<file path="src/rtl/fetch_sequencer.sv">
// fetch_sequencer: drives the instruction-memory PC, captures the combinational
// read and hands {pc, instr} to decode through a 2-entry fetch queue.
// Optional build macro: FETCH_HALT_DETECT_EN (stop fetching after an opcode 4'hF
// instruction until a redirect arrives).
module fetch_sequencer #(
  parameter int unsigned        PC_W     = 8,
  parameter int unsigned        INSTR_W  = 24,
  parameter logic [PC_W-1:0]    RESET_PC = '0,
  parameter int unsigned        QDEPTH   = 2
) (
  input  logic               clk,
  input  logic               rst_n,
  input  logic               en,
  output logic [PC_W-1:0]    imem_pc,
  input  logic [INSTR_W-1:0] imem_instr,
  input  logic               redirect_valid,
  input  logic [PC_W-1:0]    redirect_pc,
  output logic               out_valid,
  input  logic               out_ready,
  output logic [PC_W-1:0]    out_pc,
  output logic [INSTR_W-1:0] out_instr,
  output logic               halted
);

  localparam int unsigned      CNT_W = $clog2(QDEPTH + 1);
  localparam logic [CNT_W-1:0] FULL  = CNT_W'(QDEPTH);

`ifdef FETCH_HALT_DETECT_EN
  typedef enum logic [1:0] {S_IDLE, S_FETCH, S_HALT} state_e;
`else
  typedef enum logic [1:0] {S_IDLE, S_FETCH} state_e;
`endif

  state_e             state_q, state_d;
  logic [PC_W-1:0]    pc_q, pc_d;
  logic [CNT_W-1:0]   count_q, count_d;
  logic               rd_ptr_q, rd_ptr_d;
  logic               wr_ptr_q, wr_ptr_d;
  logic [PC_W-1:0]    ent_pc_q    [2];
  logic [INSTR_W-1:0] ent_instr_q [2];
  logic               push;
  logic               pop;

  assign imem_pc   = pc_q;
  assign out_valid = (count_q != '0);
  assign pop       = out_valid & out_ready;
  assign out_pc    = out_valid ? ent_pc_q[rd_ptr_q]    : '0;
  assign out_instr = out_valid ? ent_instr_q[rd_ptr_q] : '0;

`ifdef FETCH_HALT_DETECT_EN
  assign halted = (state_q == S_HALT);
`else
  assign halted = 1'b0;
`endif

  // Next-state logic: redirect flushes and reloads, otherwise fetch/drain the queue
  always_comb begin
    state_d  = state_q;
    pc_d     = pc_q;
    count_d  = count_q;
    rd_ptr_d = rd_ptr_q;
    wr_ptr_d = wr_ptr_q;
    push     = 1'b0;
    if (redirect_valid) begin
      // A pop in this cycle is discarded along with the rest of the queue.
      count_d  = '0;
      rd_ptr_d = 1'b0;
      wr_ptr_d = 1'b0;
      pc_d     = redirect_pc;
      state_d  = en ? S_FETCH : S_IDLE;
    end else begin
      case (state_q)
        S_IDLE: begin
          if (en) state_d = S_FETCH;
        end
        S_FETCH: begin
          if (!en) begin
            state_d = S_IDLE;
          end else if ((count_q < FULL) || pop) begin
            push = 1'b1;
            pc_d = pc_q + PC_W'(1);
`ifdef FETCH_HALT_DETECT_EN
            if (imem_instr[INSTR_W-1 -: 4] == 4'hF) state_d = S_HALT;
`endif
          end
        end
`ifdef FETCH_HALT_DETECT_EN
        S_HALT: begin
          state_d = S_HALT;
        end
`endif
        default: state_d = S_IDLE;
      endcase
      if (push) wr_ptr_d = ~wr_ptr_q;
      if (pop)  rd_ptr_d = ~rd_ptr_q;
      count_d = count_q + CNT_W'(push) - CNT_W'(pop);
    end
  end

  // Control state: FSM, PC, queue occupancy and pointers
  always_ff @(posedge clk or negedge rst_n) begin
    if (!rst_n) begin
      state_q  <= S_IDLE;
      pc_q     <= RESET_PC;
      count_q  <= '0;
      rd_ptr_q <= 1'b0;
      wr_ptr_q <= 1'b0;
    end else begin
      state_q  <= state_d;
      pc_q     <= pc_d;
      count_q  <= count_d;
      rd_ptr_q <= rd_ptr_d;
      wr_ptr_q <= wr_ptr_d;
    end
  end

  // Queue storage: written on push only; contents are masked by count on output
  always_ff @(posedge clk) begin
    if (push) begin
      ent_pc_q[wr_ptr_q]    <= pc_q;
      ent_instr_q[wr_ptr_q] <= imem_instr;
    end
  end

endmodule

</file>
<file path="config.mk">
export PLATFORM = sky130hd
export DESIGN_NAME = fetch_sequencer
export DESIGN_NICKNAME = d
export VERILOG_FILES = /design/src/rtl/fetch_sequencer.sv
export SDC_FILE = /design/constraint.sdc
export NUM_CORES = 1
export LEC_CHECK = 0
export CAP_MARGIN = 20
export CORE_UTILIZATION = 48
export DETAILED_ROUTE_END_ITERATION = 8
export GPL_TIMING_DRIVEN = 0
export PLACE_DENSITY_LB_ADDON = 0.12
export SYNTH_ARGS = -nofsm -noshare
export SYNTH_HDL_FRONTEND = slang
export SYNTH_SLANG_ARGS = --single-unit
</file>
<file path="constraint.sdc">
create_clock -name clk -period 4.85 [get_ports clk]
set_clock_uncertainty 0.15 [all_clocks]
set_input_delay 0.97 -clock clk [delete_from_list [all_inputs] [get_ports clk]]
set_output_delay 0.97 -clock clk [all_outputs]
set_load 0.01 [all_outputs]
</file>
==> run metrics, run 1 <==
DRT iter0 DRCs=94; worst vdd ir=0.285 mV; Pwr Total=2.06 mW; CP peak stage delay=0.50 ns; worst hold path class=flop to flop; Synth Area per Inst=14.7 um2; grt ovf=0; Worst Path Arrival=2.17 ns; layout cell share with drive strength beyond 1=8.74%; post-cts gate resize count=0; Post-synth top flop=edfxtp_1; Seq/Total Area, Yosys=72.2%; placed insts=368; CP max stage cell=clkdlybuf4s50_1; final setup TNS=0 ns; nets=344; total die area=0.00681 mm2; row cnt=28; port buffer count=77; final setup vio count=0; slew at the pin closest to its max-slew limit=1.00 ns; largest net degree at the start of global routing=14; TritonCTS Buffers=9; Core Region=0.00610 mm2; status=finished, final reports clean; Initial Util=51.1%; CP startpoint kind=flop; drt pass-1 iters=4; Area Growth Syn to Fin=36.9%; max-cap violations=0; post-route ant nets=0; pwr/cell area=483 mW/mm2; Total Wirelength=5930 um; pre-CTS setup slack=1.29 ns; Residual DRC=0; syn nets=252; Distinct cells, synth=27; Vias=1,939; RSZ-0062 raised after global routing=no; RePlAce Congestion=0.804; DIE HEIGHT=82.6 um; Tmin final=3.29 ns; initial antenna violation count=0; CTS H-tree lvls=3; Reg clk slew, reported paths=0.07 ns; synthesized flop and latch total=77; detail-routed via count per cell=5.05; Multi-input gate area=797 um2; Overall Global Routing Usage=19.6%; Yosys warning count=0; TritonCTS clock tree=yes; final hold vios=0; Worst-Skew Late Latency=0.35 ns; Sequential Area=0.00225 mm2; cell mode on critical path=nor2_1; max-slew violation count=0; critical path endpoint category=output port; Max Root-Sink Buffers=2; ordered list of cells on the worst path=nor2_1 > clkbuf_1 > nor2_1 > clkdlybuf4s50_1; top-level port count=79; Tcrit/Tclk final=67.9%; Inserted Diodes=0; Area after DPL=0.00405 mm2; first-pass GRT wire length=9340 um; Slew HR=32.8%; Root Driver=clkbuf_8; die width=82.6 um; cell leakage power=1.50 nW; Num Clock Sinks=77; vias in the first global route=1,922; Synth Cell Area=0.00311 mm2; most frequent cells in the layout=clkdlybuf4s50_1 (77), edfxtp_1 (64), nor2_1 (38); kind of critical path=flop to output port; hpwl dp=4210 um; FFs w/ async S/R, synth=16.9%; Mapped Cells=212; Crit Path Max Fanout=10; number of hold buffers added after CTS=0; Filler Cell Count=445; Post-synth EDFFs=64; Design Area, Final=0.00426 mm2; Max Fclk=304 MHz; Final WS setup=1.56 ns; Req. time, crit path=3.73 ns; post-DR wirelength/cell=15.4 um; most common cell after layout, fill and taps aside=clkdlybuf4s50_1; Post-CTS Setup Bufs=0; post-route insts no fill=384
## synthesized netlist by cell type (2+ instances only)
master	n	area (um2)
buf_2	4	20.0
clkbuf_1	6	22.5
dfrtp_1	13	325
edfxtp_1	64	1920
ha_1	3	37.5
inv_1	5	18.8
mux2i_1	33	330
nand2_1	9	33.8
nand3_1	2	10.0
nor2_1	38	143
nor3_1	3	15.0
nor3b_1	2	15.0
nor4_1	2	12.5
o21ai_0	7	35.0
xnor2_1	7	61.3
xor2_1	3	26.3
## state kept, by name, summed over array words and instances (netlist names)
| signal | count |
|---|---|
| ent_pc_q | 16 |
| state_q | 1 |
| imem_pc | 8 |
| count_q | 2 |
| wr_ptr_q | 1 |
| rd_ptr_q | 1 |
| ent_instr_q | 48 |
## path summary, 6_finish.rpt
kind | start | end | slack, ns | depth (start not counted)
setup / recovery | count_q[1]$_DFF_PN0_ | out_pc[4] | 1.56 | 4
hold / removal | imem_pc[7]$_DFFE_PN0P_ | ent_pc_q[1][7]$_DFFE_PP_ | 0.38 | 0
setup reg to reg | count_q[1]$_DFF_PN0_ | ent_instr_q[1][17]$_DFFE_PP_ | 2.42 | 5
hold reg to reg | imem_pc[7]$_DFFE_PN0P_ | ent_pc_q[1][7]$_DFFE_PP_ | 0.38 | 0
max in group asynchronous | rst_n | imem_pc[2]$_DFFE_PN0P_ | 3.29 | 1
min in group asynchronous | rst_n | imem_pc[1]$_DFFE_PN0P_ | 0.85 | 1
## cell families after synthesis
| family | share of synthesized area (%) |
|---|---|
| multiplexers | 10.6 |
| other | 0.120 |
| AO/OA/AOI/OAI | 1.61 |
| AND/OR/NAND/NOR | 8.92 |
| XOR/XNOR | 2.81 |
| adder cells (fa/ha/maj) | 1.21 |
| buffers and inverters | 2.57 |
| flip-flops | 72.2 |
## critical path, delay by kind of cell, from the launching register on
family | cells | cell delay (ns)
buffers and inverters | 2 | 0.94
AND/OR/NAND/NOR | 2 | 0.47
flip-flops | 1 | 0.41
## layer usage
| metal | up-vias | global-route usage, % | routed length [um] |
|---|---|---|---|
| met3 | 14 | 4.51 | 305 |
| met2 | 59 | 32.6 | 3080 |
| met5 | - | 0 | 0 |
| met1 | 930 | 23.1 | 2380 |
| met4 | 0 | 12.1 | 175 |
| li1 | 936 | - | - |
## area by class of cell
type / instances / share of cell area [%]
clock inverter: 5 / 1.73
multi-input combinational: 118 / 18.7
buffer: 12 / 1.44
tap: 75 / 2.20
inverter: 5 / 0.440
clock buffer: 11 / 3.32
sequential: 77 / 52.7
timing repair buffer: 81 / 19.5
## power by group
| group | internal, mW | switching [mW] |
|---|---|---|
| clock network | 0.301 | 0.218 |
| logic | 0.398 | 0.358 |
| registers | 0.760 | 0.0254 |
## through the flow
step           hold WS, ns  util, %
2_1_floorplan        0.369        -
3_3_place_gp         0.351     65.3
3_5_place_dp         0.355     66.4
4_1_cts              0.373     70.0
5_1_grt              0.401     70.0
6_report             0.380     70.0
(Power assumes the default switching activity.)
==> run 2, diff against run 1 <==
Settings changed: CORE_UTILIZATION 48 to 44.
Clock period 4.85 ns to 3 ns, I/O delays scaled along.
==> run 2 against run 1 <==
  * Non-clock buffer count shrank 2
  * Routed wire length decreased by 2.6%
  * Hold slack better by 0.035 ns
  * First-iteration DRC count decreased by 54%
  * Largest cell class unchanged
==> run metrics, run 2 (same netlist as run 1, synthesis figures left out) <==
largest net degree at the start of global routing=20 (+6); max-cap violations=0 (unchanged); post-route insts no fill=402 (+4.7%); final setup vio count=0 (unchanged); RePlAce Congestion=0.851 (+5.8%); Max Fclk=359 MHz; vias in the first global route=1,926 (+0.21%); post-cts gate resize count=0 (unchanged); worst hold path class=flop to flop; hold slack=0.415 ns (+0.0353 ns); Final Util=63.1% (-6.9 points); Num Clock Sinks=77 (unchanged); layout cell share with drive strength beyond 1=9.80% (+1.1 points); M3 GR Usage=3.46% (-1.0 points); Max Root-Sink Buffers=2 (unchanged); number of hold buffers added after CTS=0 (unchanged); cell leakage power=1.51 nW (+0.70%); Area after DPL=0.00407 mm2 (+0.59%); status=finished, final reports clean; Pwr Total=3.42 mW (+66%); TritonCTS clock tree=yes; Slew HR=34.2% (+1.4 points); Worst Path Arrival=2.04 ns (-0.13 ns); row cnt=30 (+7.1%); CP bufs+invs=2 (unchanged); post-route ant nets=0 (unchanged); port buffer count=77 (unchanged); post-DR wirelength/cell=14.4 um (-6.9%); max reg flops=48 (unchanged); drt pass-1 iters=4 (unchanged); final hold vios=0 (unchanged); Initial Util=45.6% (-5.5 points); Tmin final=2.79 ns; placed insts=388 (+5.4%); worst vdd ir=0.425 mV (+49%); hpwl dp=3900 um (-7.5%); initial antenna violation count=0 (unchanged); Design Area, Final=0.00431 mm2 (+1.1%); die width=86.1 um (+4.3%); GRT busiest layer=met2; top-level port count=79 (unchanged); CP peak stage delay=0.49 ns (about the same); Inserted Diodes=0 (unchanged); Area Growth Syn to Fin=38.4%; largest register by flop count=ent_instr_q; Filler Cell Count=556 (+25%); Crit Path Max Fanout=10 (unchanged); DIE HEIGHT=86.1 um (+4.3%); Tcrit/Tclk final=92.9%; ordered list of cells on the worst path=nor2_1 > clkbuf_2 > nor2_1 > clkdlybuf4s50_1; RSZ-0062 raised after global routing=no; first-pass GRT wire length=9100 um (-2.5%); critical path endpoint category=output port; CTS H-tree lvls=3 (unchanged); grt ovf=0 (unchanged); most frequent cells in the layout=clkdlybuf4s50_1 (77), edfxtp_1 (64), nor2_1 (38); met2 Usage GRT=26.2% (-6.4 points); CP startpoint kind=flop; Req. time, crit path=2.25 ns (-1.48 ns); Root Driver=clkbuf_8; CP max stage cell=clkdlybuf4s50_1; Core Region=0.00683 mm2 (+12%); Crit path max-delay family=buffers and inverters; Residual DRC=0 (unchanged); DRT iter0 DRCs=43 (-54%); kind of critical path=flop to output port; total die area=0.00742 mm2 (+8.9%); max-slew violation count=0 (unchanged); Total Wirelength=5780 um (-2.6%); cell mode on critical path=nor2_1; pwr/cell area=794 mW/mm2 (+64%); slew at the pin closest to its max-slew limit=0.984 ns (-0.0192 ns); most common cell after layout, fill and taps aside=clkdlybuf4s50_1; detail-routed via count per cell=4.83 (-4.3%); Vias=1,943 (+0.21%); grt met1 use=22.0% (-1.1 points); nets=342 (-0.58%); TritonCTS Buffers=9 (unchanged); Overall Global Routing Usage=16.8% (-2.8 points); Post-CTS Setup Bufs=0 (unchanged); Worst-Skew Late Latency=0.34 ns (about the same); Reg clk slew, reported paths=0.08 ns (about the same)
## run 2: cell count changes in the layout (fill, tap and decap cells not counted), sizes merged
cell | before | now
buf | 10 | 8
bufinv | 2 | 3
clkbuf | 17 | 15
clkinv | 3 | 1
clkinvlp | 0 | 1
inv | 5 | 6
## run 2: final cells by class
| cell class | count | area [um2] | share of cell area, % |
|---|---|---|---|
| multi-input cells | 118 | 810 | 18.8 |
| inverters | 5 | 18.8 | 0.435 |
| flip-flops and latches | 77 | 2250 | 52.1 |
| clock buffers | 9 | 124 | 2.87 |
| clock inverters | 6 | 111 | 2.58 |
| repair buffers | 80 | 816 | 18.9 |
| plain buffers | 11 | 63.8 | 1.48 |
| well taps | 96 | 120 | 2.79 |
## run 2: worst paths after layout
| kind | start | to | slack, ns | cells past startpoint |
|---|---|---|---|---|
| setup / recovery | count_q[1]$_DFF_PN0_ | out_instr[14] | 0.21 | 4 |
| hold / removal | imem_pc[6]$_DFFE_PN0P_ | ent_pc_q[1][6]$_DFFE_PP_ | 0.42 | 0 |
| setup reg to reg | count_q[1]$_DFF_PN0_ | ent_instr_q[0][10]$_DFFE_PP_ | 0.61 | 5 |
| hold reg to reg | imem_pc[6]$_DFFE_PN0P_ | ent_pc_q[1][6]$_DFFE_PP_ | 0.42 | 0 |
| max in group asynchronous | rst_n | count_q[1]$_DFF_PN0_ | 1.82 | 1 |
| min in group asynchronous | rst_n | imem_pc[0]$_DFFE_PN0P_ | 0.49 | 1 |
## run 2: routing by layer
metal | part of all wire [%] | vias to the layer above
met3 | 4.0 | 16
li1 | - | 935
met4 | 2.6 | 0
met5 | 0 | -
met2 | 48 | 56
met1 | 45 | 936
## run 2: stage by stage
step / setup TNS [ns] / setup slack [ns]
finish: 0 / 0.213
global route: 0 / 0.0911
CTS: 0 / 0.0341
detailed placement: -1.74 / -0.124
global placement: -74.30 / -1.18
floorplan: 0 / 0.0339
## run 2: power by group
group	internal, mW	total [mW]	switching [mW]
sequential	1.23	1.28	0.0543
clock	0.549	0.920	0.371
combinational	0.650	1.22	0.570
## run 2: worst register-to-register path, cell delays in order (launching register included)
cell and delay (ns):
dfrtp_1 0.42, nor2b_4 0.16, or2_1 0.22, buf_6 0.15, nor3_4 0.75, buf_8 0.26
